[config.mk]
export PLATFORM = sky130hd
export DESIGN_NAME = param_write_arbiter
export DESIGN_NICKNAME = d
export VERILOG_FILES = /design/src/rtl/param_write_arbiter.sv
export SDC_FILE = /design/constraint.sdc
export NUM_CORES = 1
export LEC_CHECK = 0
export CORE_ASPECT_RATIO = 1.1
export CORE_MARGIN = 1.5
export CORE_UTILIZATION = 48
export DETAILED_ROUTE_END_ITERATION = 8
export PLACE_DENSITY_LB_ADDON = 0.1
export SLEW_MARGIN = 25
export SYNTH_ARGS = -nofsm -noshare
export SYNTH_HDL_FRONTEND = slang
export SYNTH_SLANG_ARGS = --single-unit
[constraint.sdc]
create_clock -name CLOCK_25 -period 2.55 [get_ports CLOCK_25]
set_clock_uncertainty 0.2 [all_clocks]
set_input_delay 0.3825 -clock CLOCK_25 [delete_from_list [all_inputs] [get_ports CLOCK_25]]
set_output_delay 0.3825 -clock CLOCK_25 [all_outputs]
set_load 0.01 [all_outputs]
[src/rtl/param_write_arbiter.sv]
// rtl/param_write_arbiter.sv - shares the patch parameter RAM write port between the MIDI sysex FIFO and the host bus
// Each accepted request becomes a registered SETUP/STROBE write with one-hot bank selects.
module param_write_arbiter #(
   parameter int FIFO_AW     = 2,
   parameter int MIDI_STREAK = 4
) (
   input  logic               CLOCK_25,
   input  logic               iRST_N,
   input  logic               midi_wr,
   input  logic [2:0]         midi_bank,
   input  logic [6:0]         midi_adr,
   input  logic [7:0]         midi_data,
   input  logic               host_req,
   input  logic [2:0]         host_bank,
   input  logic [6:0]         host_adr,
   input  logic [7:0]         host_data,
   output logic               host_ack,
   output logic               write,
   output logic [6:0]         adr,
   output logic [7:0]         data,
   output logic               env_sel,
   output logic               osc_sel,
   output logic               m1_sel,
   output logic               m2_sel,
   output logic               com_sel,
   output logic [FIFO_AW:0]   fifo_level,
   output logic               midi_overflow,
   output logic               bank_err,
   output logic               busy
);
   localparam int DEPTH = 1 << FIFO_AW;
   localparam int SW    = $clog2(MIDI_STREAK + 1);

   typedef enum logic [1:0] {IDLE, SETUP, STROBE} state_t;

   state_t              state_q;
   logic                owner_host_q;
   logic                bank_ok_q;
   logic [SW-1:0]       streak_q, streak_d;
   logic [17:0]         mem_q [DEPTH];
   logic [FIFO_AW-1:0]  wptr_q, rptr_q;
   logic [FIFO_AW:0]    level_q, level_d;
   logic                overflow_q;
   logic [6:0]          adr_q;
   logic [7:0]          data_q;
   logic [4:0]          sel_q;
   logic                write_q, ack_q, busy_q, bank_err_q;

   logic                fifo_empty, fifo_full, push_ok;
   logic                decide, host_elig, grant_host, grant_midi, grant;
   logic [17:0]         head;
   logic [2:0]          win_bank;
   logic [6:0]          win_adr;
   logic [7:0]          win_data;
   logic [4:0]          win_sel;
   logic                win_ok;

   assign fifo_empty = (level_q == '0);
   assign fifo_full  = (level_q == (FIFO_AW+1)'(DEPTH));
   assign head       = mem_q[rptr_q];

   // The host is deaf during the STROBE of its own write so a held host_req is not re-granted.
   assign decide     = (state_q == IDLE) || (state_q == STROBE);
   assign host_elig  = host_req && !((state_q == STROBE) && owner_host_q);
   assign grant_host = decide && host_elig && (fifo_empty || (streak_q == SW'(MIDI_STREAK)));
   assign grant_midi = decide && !fifo_empty && !grant_host;
   assign grant      = grant_host || grant_midi;

   // A full FIFO still accepts a push when the head leaves on the same edge.
   assign push_ok    = midi_wr && (!fifo_full || grant_midi);

   always_comb begin
      level_d = level_q;
      if (push_ok && !grant_midi) begin
         level_d = level_q + 1'b1;
      end else if (!push_ok && grant_midi) begin
         level_d = level_q - 1'b1;
      end
   end

   always_comb begin
      streak_d = streak_q;
      if (grant_host || !host_req) begin
         streak_d = '0;
      end else if (grant_midi && (streak_q != SW'(MIDI_STREAK))) begin
         streak_d = streak_q + 1'b1;
      end
   end

   always_comb begin
      win_bank = grant_host ? host_bank : head[17:15];
      win_adr  = grant_host ? host_adr  : head[14:8];
      win_data = grant_host ? host_data : head[7:0];
      win_ok   = (win_bank <= 3'd4);
      win_sel  = 5'b00000;
      case (win_bank)
         3'd0:    win_sel = 5'b00001;
         3'd1:    win_sel = 5'b00010;
         3'd2:    win_sel = 5'b00100;
         3'd3:    win_sel = 5'b01000;
         3'd4:    win_sel = 5'b10000;
         default: win_sel = 5'b00000;
      endcase
   end

   always_ff @(posedge CLOCK_25) begin
      if (push_ok) begin
         mem_q[wptr_q] <= {midi_bank, midi_adr, midi_data};
      end
   end

   always_ff @(posedge CLOCK_25 or negedge iRST_N) begin
      if (!iRST_N) begin
         wptr_q     <= '0;
         rptr_q     <= '0;
         level_q    <= '0;
         overflow_q <= 1'b0;
      end else begin
         level_q <= level_d;
         if (push_ok) begin
            wptr_q <= wptr_q + 1'b1;
         end
         if (grant_midi) begin
            rptr_q <= rptr_q + 1'b1;
         end
         if (midi_wr && !push_ok) begin
            overflow_q <= 1'b1;
         end
      end
   end

   always_ff @(posedge CLOCK_25 or negedge iRST_N) begin
      if (!iRST_N) begin
         state_q      <= IDLE;
         owner_host_q <= 1'b0;
         bank_ok_q    <= 1'b0;
         streak_q     <= '0;
         adr_q        <= '0;
         data_q       <= '0;
         sel_q        <= '0;
         write_q      <= 1'b0;
         ack_q        <= 1'b0;
         busy_q       <= 1'b0;
         bank_err_q   <= 1'b0;
      end else begin
         streak_q <= streak_d;
         write_q  <= 1'b0;
         ack_q    <= 1'b0;
         if (grant) begin
            state_q      <= SETUP;
            owner_host_q <= grant_host;
            bank_ok_q    <= win_ok;
            adr_q        <= win_adr;
            data_q       <= win_data;
            sel_q        <= win_sel;
            busy_q       <= 1'b1;
            if (!win_ok) begin
               bank_err_q <= 1'b1;
            end
         end else begin
            case (state_q)
               SETUP: begin
                  state_q <= STROBE;
                  write_q <= bank_ok_q;
                  ack_q   <= owner_host_q;
               end
               STROBE: begin
                  state_q <= IDLE;
                  sel_q   <= '0;
                  busy_q  <= 1'b0;
               end
               default: state_q <= IDLE;
            endcase
         end
      end
   end

   assign host_ack      = ack_q;
   assign write         = write_q;
   assign adr           = adr_q;
   assign data          = data_q;
   assign env_sel       = sel_q[0];
   assign osc_sel       = sel_q[1];
   assign m1_sel        = sel_q[2];
   assign m2_sel        = sel_q[3];
   assign com_sel       = sel_q[4];
   assign fifo_level    = level_q;
   assign midi_overflow = overflow_q;
   assign bank_err      = bank_err_q;
   assign busy          = busy_q;

endmodule

Word-level counts from Yosys, hierarchy flattened
Memories as Yosys holds them, arrays and structs flattened.
Index checks and enable logic that the tools add are counted.
- word-level logic and storage cells: 82
- output and inout port bits: 28
- memory bits (writable): 72
- bits in registers: 39
- bits of input ports: 40
- memories kept: 1
- memories (name ; depth ; width ; rd ports ; clocked after memory_dff ; wr ports ; RTL line ; source):
    mem_q ; 4 ; 18 ; 1 ; 0 ; 1 ; 40 ; logic [17:0] mem_q [DEPTH];
- bitwise operators: 1
- reductions and logical operators: 30
- eq/ne operators: 9
- $lt $le $gt $ge: 1
- add/sub/neg operators: 5
- muxes and demuxes: 20
- operators with widths (kind ; number):
    $pmux 5 s5 ; 1
    $mux 3 ; 5
    $logic_and 1x1->1 ; 11
    $mux 5 ; 2
    $eq 3x3->1 const B ; 3
    $mux 1 ; 8
    $mux 8 ; 1
    $logic_not 1->1 ; 7
    $mux 7 ; 1
    $add 3x1->3 const B ; 2
    $eq 3x2->1 const B ; 2
    $logic_not 3->1 ; 2
    $reduce_bool 2->1 ; 3
    $logic_or 1x1->1 ; 5
    $add 2x1->2 const B ; 2
    $mux 2 ; 2
    $eq 3x1->1 const B ; 1
    $le 3x3->1 const B ; 1
    $ne 3x3->1 const B ; 1
    $sub 3x1->3 const B ; 1
    $eq 2x1->1 const B ; 1
    $eq 2x2->1 const B ; 1
    $logic_not 2->1 ; 1
    $reduce_and 2->1 ; 1
    $not 1->1 ; 1

Longest topological paths before layout
Gate-level depths: netlist of the first run.
- depth after elaboration: 14
- depth in mapped cells: 12
- depth with buffers taken out: 12

Worst setup path after synthesis of the first run
OpenSTA, ideal clock, no wires.
- kind: register -> register
- start: reg streak_q[0]
- end: reg level_q[2], in the netlist fifo_level[2]
- path slack: -88 ps
- setup time: 80 ps
- buffers on the path: 0
- period minus slack after synthesis: 2638 ps
- cell stages (with the launch flop): 13
- arrival: 2358 ps
- cell sequence: dfrtp_1 > inv_1 > ha_1 > and2_1 > o211ai_2 > nand2_1 > a31oi_4 > ha_1 > inv_1 > fa_1 > xor2_1 > nor2_1 > xor2_1
- cells in the longest elaborated chain, start to end: 10
- elaborated cells on any way between the ends: 13
- those cells by class: 1 x eq/ne; 1 x mux; 11 x reduce/logical
- RTL lines (element ; RTL line ; source):
    start: declaration ; 39 ; logic [SW-1:0] streak_q, streak_d;
    start signal: assignment ; 146 ; streak_q <= streak_d;
    $eq 3x3->1 * ; 65 ; assign grant_host = decide && host_elig && (fifo_empty || (streak_q == SW'(MIDI_STREAK)));
    $logic_or 1x1->1 * ; 65 ;
    $logic_and 1x1->1 * ; 65 ;
    $logic_not 1->1 * ; 66 ; assign grant_midi = decide && !fifo_empty && !grant_host;
    $logic_and 1x1->1 * ; 66 ;
    $logic_or 1x1->1 * ; 70 ; assign push_ok = midi_wr && (!fifo_full || grant_midi);
    $logic_and 1x1->1 * ; 70 ;
    via push_ok ; 49 ; logic fifo_empty, fifo_full, push_ok;
    $logic_not 1->1 ; 76 ; end else if (!push_ok && grant_midi) begin
    $logic_and 1x1->1 ; 76 ;
    $reduce_bool 2->1 (no line) ; n/a ;
    end signal: assignment ; 119 ; level_q <= level_d;
    end: declaration ; 42 ; logic [FIFO_AW:0] level_q, level_d;
Mark *: on every way through the listed nets, which the timed path passes. The rest lies on a longest branch.
A chain may end at the register's enable or synchronous reset.

Final worst setup path of the first run
Ends and elaborated chain as after synthesis.

==> results.txt, run 1 <==
----------------------------------------------------
[Power and ir drop]
  Worst ir drop on vdd ... 554 uV
  Ratio of total power to cell area ... 1120 nW/um^2
  Standby leakage power ... 2.28 nW

[Timing]
  Slew @ Worst Pin ... 0.595 ns
  Worst hold slack ... 0.280 ns
  Final-report setup violation count ... 0
  Final Cycle Share ... 96.1%
  RSZ-0062 raised after global routing ... yes
  Fmax ... 0.408 GHz
  Relative max-transition margin ... 60.3%
  Final Hold Violating Endpoints ... 0
  Count of pins over their slew limit ... 0
  Min Clock Period, post-route ... 2.45 ns

[Finish]
  Final standard cell count with taps included and fillers excluded ... 504
  Final cell area excluding filler cells ... 5840 um^2
  Layout area overhead ... 27.8%
  Final #Nets ... 430
  Antenna diode count ... 0
  Share of final-layout standard cells stronger than drive strength 1 ... 22.5%

[Die]
  CORE AREA ... 9310 um^2
  Die area ... 10,100 um^2
  Initial Utilization ... 49.1%
  Standard-cell row count ... 37
  Die Y ... 105 um
  Horizontal die dimension ... 96.0 um
  I/O Pins ... 68

[Synth]
  Number of flops mapped to enable cells by yosys ... 72
  Register area share after synthesis ... 68.7%
  Dominant combinational cell family by area after synthesis ... multiplexers
  Simple-gate share of the synthesized area ... 6.30%
  Fraction of the mapped netlist area in adder cells ... 2.36%
  Gate Count Post-Synth ... 278
  Synth Net Count ... 326
  Post-Synth XOR/XNOR Area ... 1.15%
  Share of synthesized flip-flops with an asynchronous set or reset ... 35.1%
  Area of the mapped netlist ... 4570 um^2
  Distinct cells, synth ... 43
  Most used flip-flop cell after synthesis ... edfxtp_1
  Mux cell area share after synthesis ... 13.9%
  Share of the synthesized area in compound gates (AO/OA/AOI/OAI) ... 5.48%
  Mean Syn Cell Area ... 16.4 um^2
  Count of yosys warnings during synthesis ... 0
  Register bit count reported by yosys ... 111

[Placed design]
  Placer Congestion ... 0.781
  Half-perimeter wire length of the detailed placement result ... 6080 um
  Number of buffer cells added on primary ports ... 67
  Placed insts ... 481
  Placed inst area ... 5570 um^2

[Critical path]
  Top cell family by delay on the critical path ... adder cells
  CP cell instances ... inv_1, ha_2, and2_4, o211ai_4, nand2_2, a31oi_4, ha_2, inv_2, fa_2, xor2_1, nor2_1, xor2_1
  Worst path slowest cell ... dfrtp_1
  Number of buffer and inverter stages on the critical path ... 2
  Crit path arrival time ... 2.54 ns
  Sort of element at the start of the critical path ... register
  Worst-path fanout max ... 4
  Worst Setup End Kind ... register
  Critical path class ... reg2reg
  Required @ worst endpoint ... 2.64 ns
  Largest stage delay, worst path ... 0.36 ns

[CTS]
  Buffer cell driving the clock tree root ... clkbuf_8
  Clock latency at the later pin of the worst-skew pair ... 0.35 ns
  Number of sinks driven by the clock tree ... 111
  Clock tree from TritonCTS ... yes
  Max Buffers Root-to-Sink ... 2
  H-tree depth ... 3
  Clock slew at the register clock pins of the worst setup and hold paths ... 0.10 ns
  Inserted Clock Buffers ... 9

[Global route]
  First-pass GRT wire length ... 13,400 um
  Combined global-route utilization of all metal layers ... 18.1%
  Number of global-route vias before repair ... 2,769
  Antenna violations before repair ... 0
  Largest net degree at the start of global routing ... 26
  Total grt overflow ... 0

[Routing]
  1st-iter DRT viols ... 150
  Antenna Violating Nets Remaining ... 0
  # DRC ... 0
  Count of TritonRoute iterations in the first routing pass ... 4
  Drt total wl ... 8380 um
  Routed wirelength normalized by instance count ... 16.6 um
  Count of vias placed by the detailed router ... 2,610
  Detail-routed via count per cell ... 5.18

[Outcome]
  Result of the run ... complete, no violations

[Run]
  Max capacitance violation total ... 0

[Hold path]
  Class of the tightest hold or removal check ... reg2reg

----------------------------------------------------
[power by group]
group | total [W] | switching [W] | internal [W]
clock | 0.00106 | 0.000568 | 0.000491
sequential | 0.00271 | 0.000243 | 0.00247
combinational | 0.00275 | 0.00132 | 0.00143
total | 0.00652 | 0.00213 | 0.00439
[sequential cells by signal, indices dropped and copies added (netlist names)]
signal         cells
state_q            2
busy               1
wptr_q             2
sel_q              5
host_ack           1
streak_q           3
owner_host_q       1
mem_q             72
bank_err           1
midi_overflow      1
write              1
data               8
adr                7
rptr_q             2
fifo_level         3
bank_ok_q          1
[through the flow]
stage | total power [W] | worst slack (ns) | TNS, ns | util (%)
global route | 0.00697 | -0.0329 | -0.0329 | 62.7
detailed placement | 0.00550 | -0.138 | -0.225 | 59.9
floorplan | 0.00437 | -0.0348 | -0.0562 | -
finish | 0.00652 | 0.0982 | 0 | 62.7
global placement | 0.00545 | -0.126 | -0.190 | 59.9
CTS | 0.00659 | 0.0133 | 0 | 62.3
[final timing paths]
kind | from | end | slack (ns) | cells past startpoint
setup / recovery | streak_q[0] | fifo_level[2] | 0.1 | 12
hold / removal | bank_err | bank_err | 0.28 | 1
setup reg to reg | streak_q[0] | fifo_level[2] | 0.1 | 12
hold reg to reg | bank_err | bank_err | 0.28 | 1
max in group asynchronous | iRST_N | adr[3] | 1.23 | 3
min in group asynchronous | iRST_N | fifo_level[0] | 0.36 | 2
[synth_stat cells, types with 2 or more instances]
cell,number,area [um^2]
o21ai_1,18,90.1
nand3_1,3,15.0
edfxtp_1,72,2160
o21ai_0,3,15.0
mux4_2,18,405
xnor2_1,4,35.0
inv_1,8,30.0
nand2_1,29,109
buf_1,3,11.3
buf_2,5,25.0
and2_1,6,37.5
xor2_1,2,17.5
ha_1,7,87.6
buf_4,2,15.0
mux2i_1,18,180
dfrtp_1,39,976
a21oi_1,2,10.0
nor2_1,8,30.0
and3_1,3,18.8
mux2_2,2,22.5
nor2b_1,4,25.0
[final cells by class]
cell class / count / area (um^2)
Clock buffer: 11 / 141
Clock inverter: 5 / 65.1
Fill cell: 712 / 3470
Inverter: 9 / 33.8
Multi-Input combinational cell: 147 / 1350
Sequential cell: 111 / 3140
Tap cell: 117 / 146
Timing Repair Buffer: 104 / 958
[kinds of logic after synthesis]
group / count (synthesis)
xor gates and xnor gates: 6
muxes: 40
buffers and inverters: 20
AOI/OAI and AO/OA: 34
DFF: 111
and+or+nand+nor: 59
adders and majority gates: 8
[per-layer routing]
layer | vias to the layer above | track usage [%] | share of wire, %
li1 | 1246 | - | -
met1 | 1308 | 23.1 | 43
met2 | 48 | 30.8 | 53
met3 | 8 | 2.67 | 2.7
met4 | 0 | 6.83 | 0.96
met5 | - | 0 | 0
[cells in the final DEF, fill, tap and decap left out, types with 2 or more instances in the layout]
cell type / n
a21oi_1: 2
and2_1: 5
and3_1: 3
buf_4: 35
clkbuf_8: 10
clkdlybuf4s50_1: 66
clkinv_4: 3
dfrtp_1: 39
edfxtp_1: 72
ha_1: 5
ha_2: 2
inv_1: 7
inv_2: 2
mux2_2: 2
mux2i_1: 18
mux4_2: 18
nand2_1: 28
nand3_1: 3
nor2_1: 8
nor2b_1: 4
o21ai_0: 3
o21ai_1: 18
xnor2_1: 4
xor2_1: 2
[repair_timing]
action	CTS	global route
hold endpoints to repair	23	0
setup buffers	1	5
resized for setup	0	2
hold buffers	1	0
setup endpoints to repair	1	2
pin swaps	1	5
Power figures use the tool's default switching activity.
==> inputs of run 2 (changes only) <==
CORE_UTILIZATION = 54   (was 48)
clock period = 2.5 ns   (was 2.55 ns; I/O delays follow)
==> results.txt, run 2 (same netlist as run 1, synthesis figures left out) <==
----------------------------------------------------
[Critical path]
  Sort of element at the start of the critical path ... register
  Crit path arrival time ... 2.53 ns (about the same)
  Critical path class ... reg2reg
  Cell type with the highest occurrence count on the critical path ... xor2_1
  Largest stage delay, worst path ... 0.37 ns (about the same)
  CP cell instances ... inv_1, ha_2, and2_4, o211ai_4, nand2_2, a31oi_4, ha_4, inv_2, fa_2, xor2_1, nor2_1, xor2_1
  Levels on crit path ... 12 (unchanged)
  Worst path slowest cell ... dfrtp_1
  Number of buffer and inverter stages on the critical path ... 2 (unchanged)
  Count of cells along the worst register-to-register path ... 12 (unchanged)
  Top cell family by delay on the critical path ... adder cells
  Worst-path fanout max ... 3 (-1)
  Worst Setup End Kind ... register
  Required @ worst endpoint ... 2.59 ns (-0.05 ns)

[Timing]
  Final-report setup violation count ... 0 (unchanged)
  Relative max-transition margin ... 65.3% (+5.0 points)
  Slew @ Worst Pin ... 0.520 ns (-0.0751 ns)
  Count of pins over their slew limit ... 0 (unchanged)
  Fmax ... 0.410 GHz (+0.50%)
  Min Clock Period, post-route ... 2.44 ns (-0.0122 ns)
  Final Hold Violating Endpoints ... 0 (unchanged)
  Final Cycle Share ... 97.6% (+1.4 points)

[CTS]
  Clock latency at the later pin of the worst-skew pair ... 0.36 ns (about the same)
  Clock slew at the register clock pins of the worst setup and hold paths ... 0.10 ns (about the same)
  PostCTS Resize Cnt ... 0 (unchanged)
  Inserted Clock Buffers ... 9 (unchanged)
  H-tree depth ... 3 (unchanged)
  Clock tree from TritonCTS ... yes
  Buffer cell driving the clock tree root ... clkbuf_8
  Max Buffers Root-to-Sink ... 2 (unchanged)
  Number of sinks driven by the clock tree ... 111 (unchanged)

[Routing]
  1st-iter DRT viols ... 103 (-31%)
  Routed wirelength normalized by instance count ... 16.7 um (+0.43%)
  Count of vias placed by the detailed router ... 2,622 (+0.46%)
  Detail-routed via count per cell ... 5.34 (+3.1%)
  Drt total wl ... 8190 um (-2.2%)
  # DRC ... 0 (unchanged)
  Antenna Violating Nets Remaining ... 0 (unchanged)
  Count of TritonRoute iterations in the first routing pass ... 6 (+2)

[Global route]
  Combined global-route utilization of all metal layers ... 20.1% (+2.0 points)
  Total grt overflow ... 0 (unchanged)
  Number of global-route vias before repair ... 2,679 (-3.3%)
  Largest net degree at the start of global routing ... 40 (+54%)
  First-pass GRT wire length ... 13,500 um (+1.3%)
  Antenna violations before repair ... 0 (unchanged)

[Outcome]
  Result of the run ... complete, no violations

[Finish]
  Most common library cell in the layout ignoring fill and taps ... edfxtp_1
  Share of final-layout standard cells stronger than drive strength 1 ... 21.6% (-0.90 points)
  Layout area overhead ... 26.6%
  Final #Nets ... 423 (-1.6%)
  Core Util, Final ... 69.9% (+7.1 points)
  Number of flip-flops under the largest register name ... 72 (unchanged)
  Top library cells by usage in the layout, fill and taps aside ... edfxtp_1 (72), clkdlybuf4s50_1 (66), dfrtp_1 (39)
  Register with the most flip-flops ... mem_q
  Antenna diode count ... 0 (unchanged)

[Die]
  Initial Utilization ... 55.2% (+6.1 points)
  Die Y ... 99.4 um (-5.6%)
  I/O Pins ... 68 (unchanged)
  Die area ... 9020 um^2 (-11%)
  Standard-cell row count ... 35 (-5.4%)
  Horizontal die dimension ... 90.7 um (-5.5%)
  CORE AREA ... 8280 um^2 (-11%)

[Power and ir drop]
  Ratio of total power to cell area ... 1130 nW/um^2 (+1.4%)
  Worst ir drop on vdd ... 519 uV (-6.4%)
  Standby leakage power ... 2.24 nW (-1.7%)
  Power, Total ... 0.00655 W (+0.44%)

[Placed design]
  Number of buffer cells added on primary ports ... 67 (unchanged)
  Placer Congestion ... 0.821 (+5.0%)
  Half-perimeter wire length of the detailed placement result ... 5710 um (-6.1%)

[Hold path]
  Worst hold stages ... 1 (unchanged)
  Class of the tightest hold or removal check ... reg2reg

[Run]
  Max capacitance violation total ... 0 (unchanged)

----------------------------------------------------
-- run 2: cell types whose count changed in the layout (fill, tap and decap cells not counted), sizes merged --
cell / previous run / this run
inv: 10 / 13
clkbuf: 11 / 9
buf: 37 / 30
bufinv: 1 / 0
-- run 2: worst register-to-register path, cell delays in order (launching register included) --
cell and delay [ns]:
dfrtp_1 0.37, inv_1 0.05, ha_2 0.17, and2_4 0.14, o211ai_4 0.21, nand2_2 0.09, a31oi_4 0.18, ha_4 0.16
inv_2 0.04, fa_2 0.34, xor2_1 0.14, nor2_1 0.13, xor2_1 0.15
-- run 2: repair_timing --
| action | CTS | global route |
|---|---|---|
| buffers inserted | 1 | 3 |
| endpoints found under the hold margin | 39 | 0 |
| pin swaps | 1 | 2 |
| hold buffers | 1 | 0 |
| setup endpoints to repair | 1 | 2 |
-- run 2: area by class of cell --
class	count	area, um^2
clock buffers	9	124
clock inverters	7	61.3
repair buffers	97	921
flip-flops and latches	111	3140
inverters	9	33.8
multi-input cells	147	1370
well taps	111	139
fillers	565	2490
-- run 2: layer usage --
metal	share of wire (%)	up-vias	track usage (%)
li1	-	1229	-
met1	43	1330	25.5
met2	53	54	35.0
met3	2.9	9	2.75
met4	1.7	0	8.42
met5	0	-	0
-- run 2: final timing paths --
check / from / endpoint / slack (ns)
setup / recovery: streak_q[1] / fifo_level[2] / 0.06
hold / removal: bank_err / bank_err / 0.28
setup reg to reg: streak_q[1] / fifo_level[2] / 0.06
hold reg to reg: bank_err / bank_err / 0.28
max in group asynchronous: iRST_N / adr[3] / 1.42
min in group asynchronous: iRST_N / sel_q[1] / 0.33
-- run 2: power by group --
| group | internal (W) | leakage (nW) | switching [W] |
|---|---|---|---|
| Combinational | 0.00145 | 1.01 | 0.00134 |
| Sequential | 0.00251 | 1.14 | 0.000250 |
| Clock | 0.000383 | 0.0952 | 0.000620 |
-- run 2: stage by stage --
step                      hold WS, ns   TNS, ns  instance area [um^2]  std cells  worst slack [ns]
final                           0.280         0                  5780        491            0.0604
after global routing            0.309  -0.00406                  5780        491          -0.00406
after CTS                       0.290         0                  5760        488            0.0130
after detailed placement        0.261    -0.316                  5550        470            -0.175
after global placement          0.253    -0.229                  5550        470            -0.144
after floorplan                -0.121  -0.00381                  4600        278          -0.00381
==> inputs of run 3 (changes only) <==
SETUP_SLACK_MARGIN = 0.1   (was default)
==> results.txt, run 3 (same netlist as run 1, synthesis figures left out) <==
----------------------------------------------------
[Outcome]
  Result of the run ... complete, no violations

[Timing]
  Relative max-transition margin ... 48.4% (-17 points)
  Slew @ Worst Pin ... 0.774 ns (+0.254 ns)
  Final-report setup violation count ... 0 (unchanged)
  RSZ-0062 raised after global routing ... yes
  Count of pins over their slew limit ... 0 (unchanged)
  Worst hold slack ... 0.276 ns (-0.00376 ns)
  Min Clock Period, post-route ... 2.35 ns (-0.0922 ns)
  Worst Setup Slack, final ... 0.153 ns (+0.0922 ns)
  Final Cycle Share ... 93.9% (-3.7 points)
  Final Hold Violating Endpoints ... 0 (unchanged)
  Fmax ... 0.426 GHz (+3.9%)

[CTS]
  Buffer cell driving the clock tree root ... clkbuf_8
  Number of sinks driven by the clock tree ... 111 (unchanged)
  Max Buffers Root-to-Sink ... 2 (unchanged)
  Clock tree from TritonCTS ... yes
  Clock slew at the register clock pins of the worst setup and hold paths ... 0.10 ns (about the same)
  H-tree depth ... 3 (unchanged)
  Clock latency at the later pin of the worst-skew pair ... 0.37 ns (about the same)
  Inserted Clock Buffers ... 9 (unchanged)

[Finish]
  Fillers ... 557 (-1.4%)
  Top library cells by usage in the layout, fill and taps aside ... edfxtp_1 (72), clkdlybuf4s50_1 (66), dfrtp_1 (39)
  Share of final-layout standard cells stronger than drive strength 1 ... 21.5% (-0.11 points)
  Most common library cell in the layout ignoring fill and taps ... edfxtp_1
  Number of flip-flops under the largest register name ... 72 (unchanged)
  Final #Nets ... 425 (+0.47%)
  Final standard cell count with taps included and fillers excluded ... 493 (+0.41%)
  Layout area overhead ... 27.0%
  Register with the most flip-flops ... mem_q
  Final cell area excluding filler cells ... 5800 um^2 (+0.26%)
  Antenna diode count ... 0 (unchanged)

[Die]
  I/O Pins ... 68 (unchanged)
  Standard-cell row count ... 35 (unchanged)
  Die Y ... 99.4 um (unchanged)
  Die area ... 9020 um^2 (unchanged)
  CORE AREA ... 8280 um^2 (unchanged)
  Horizontal die dimension ... 90.7 um (unchanged)
  Initial Utilization ... 55.2% (unchanged)

[Run]
  Max capacitance violation total ... 0 (unchanged)

[Global route]
  Number of global-route vias before repair ... 2,682 (+0.11%)
  Combined global-route utilization of all metal layers ... 20.1% (about the same)
  Antenna violations before repair ... 0 (unchanged)
  First-pass GRT wire length ... 13,500 um (-0.61%)
  Total grt overflow ... 0 (unchanged)
  Largest net degree at the start of global routing ... 33 (-18%)

[Critical path]
  Crit path arrival time ... 2.45 ns (-0.08 ns)
  Slack of the worst reg-to-reg path ... 0.15 ns (+0.09 ns)
  CP cell instances ... inv_1, ha_2, and2_4, o211ai_4, nand2_2, a31oi_4, ha_4, inv_2, fa_2, xor2_1, nor2_1, xor2_1
  Launching instance or port of the critical path ... streak_q[1]
  Critical Path Sink ... fifo_level[2]
  Worst-path fanout max ... 2 (-1)
  Critical R2R Launch ... streak_q[1]
  End of the worst register-to-register path ... fifo_level[2]
  Cell type with the highest occurrence count on the critical path ... xor2_1
  Required @ worst endpoint ... 2.60 ns (about the same)
  Worst path slowest cell ... dfrtp_1
  Worst Setup End Kind ... register
  Largest stage delay, worst path ... 0.36 ns (about the same)
  Critical path class ... reg2reg
  Count of cells along the worst register-to-register path ... 12 (unchanged)
  Sort of element at the start of the critical path ... register

[Placed design]
  Placed insts ... 473 (+0.64%)
  Number of buffer cells added on primary ports ... 67 (unchanged)
  Placed inst area ... 5590 um^2 (+0.63%)
  Post-placement setup slack ... -0.165 ns (+0.0106 ns)
  Half-perimeter wire length of the detailed placement result ... 5680 um (-0.45%)
  Placer Congestion ... 0.781 (-4.8%)

[Routing]
  Detail-routed via count per cell ... 5.24 (-1.8%)
  Routed wirelength normalized by instance count ... 16.6 um (-0.77%)
  Count of TritonRoute iterations in the first routing pass ... 5 (-1)
  Antenna Violating Nets Remaining ... 0 (unchanged)
  1st-iter DRT viols ... 86 (-17%)
  Drt total wl ... 8160 um (-0.37%)
  # DRC ... 0 (unchanged)
  Count of vias placed by the detailed router ... 2,585 (-1.4%)

[Power and ir drop]
  Power, Total ... 0.00654 W (-0.23%)
  Standby leakage power ... 2.24 nW (about the same)
  Ratio of total power to cell area ... 1130 nW/um^2 (-0.48%)
  Worst ir drop on vdd ... 481 uV (-7.3%)

[Hold path]
  Class of the tightest hold or removal check ... reg2reg
  Min-delay src ... bank_err
  Worst hold stages ... 1 (unchanged)

----------------------------------------------------
run 3: cell types whose count changed in the layout (fill, tap and decap cells not counted), sizes merged:
cell,before,now
buf,30,32
clkbuf,9,11
clkinv,3,1
clkinvlp,0,2
inv,13,11
run 3: worst min path at each step:
stage | end | slack [ns]
floorplan | adr[0] | -0.12
global placement | bank_err | 0.25
detailed placement | bank_err | 0.25
CTS | state_q[1] | 0.28
global route | state_q[1] | 0.30
finish | bank_err | 0.28
run 3: per-stage QoR:
stage	utilization (%)	setup TNS, ns
after floorplan	-	0
after global placement	67.5	-0.242
after detailed placement	67.5	-0.268
after CTS	70.0	0
after global routing	70.0	0
final	70.0	0
run 3: repair_timing:
action	in CTS	in global routing
endpoints found under the hold margin	31	0
hold buffers	1	0
buffers inserted	3	0
endpoints found under the setup margin	2	2
resized for setup	0	0
pin swaps	2	1
run 3: final cells by class:
class	instances	area, um^2	area share [%]
Clock inverter	5	43.8	0.755
Sequential cell	111	3140	54.1
Clock buffer	11	131	2.27
Multi-Input combinational cell	147	1370	23.5
Timing Repair Buffer	99	946	16.3
Tap cell	111	139	2.40
Inverter	9	33.8	0.583
run 3: routing by layer:
| metal | part of all wire (%) | track usage, % |
|---|---|---|
| met3 | 3.0 | 4.66 |
| met1 | 45 | 25.9 |
| met5 | 0 | 0 |
| met4 | 1.2 | 7.33 |
| met2 | 51 | 33.7 |
run 3: power by group:
part | total [W] | switching, W | internal [W] | leakage (nW)
sequential | 0.00274 | 0.000229 | 0.00251 | 1.14
clock | 0.000972 | 0.000596 | 0.000376 | 0.0821
combinational | 0.00282 | 0.00136 | 0.00146 | 1.02
total | 0.00654 | 0.00218 | 0.00435 | 2.24
run 3: worst max-delay path, delay by kind of cell, from the launching register on:
kind / cells / cell delay (ns)
DFF: 1 / 0.36
xor gates and xnor gates: 2 / 0.29
adders and majority gates: 3 / 0.68
AOI/OAI and AO/OA: 2 / 0.33
and+or+nand+nor: 3 / 0.33
buffers and inverters: 2 / 0.08
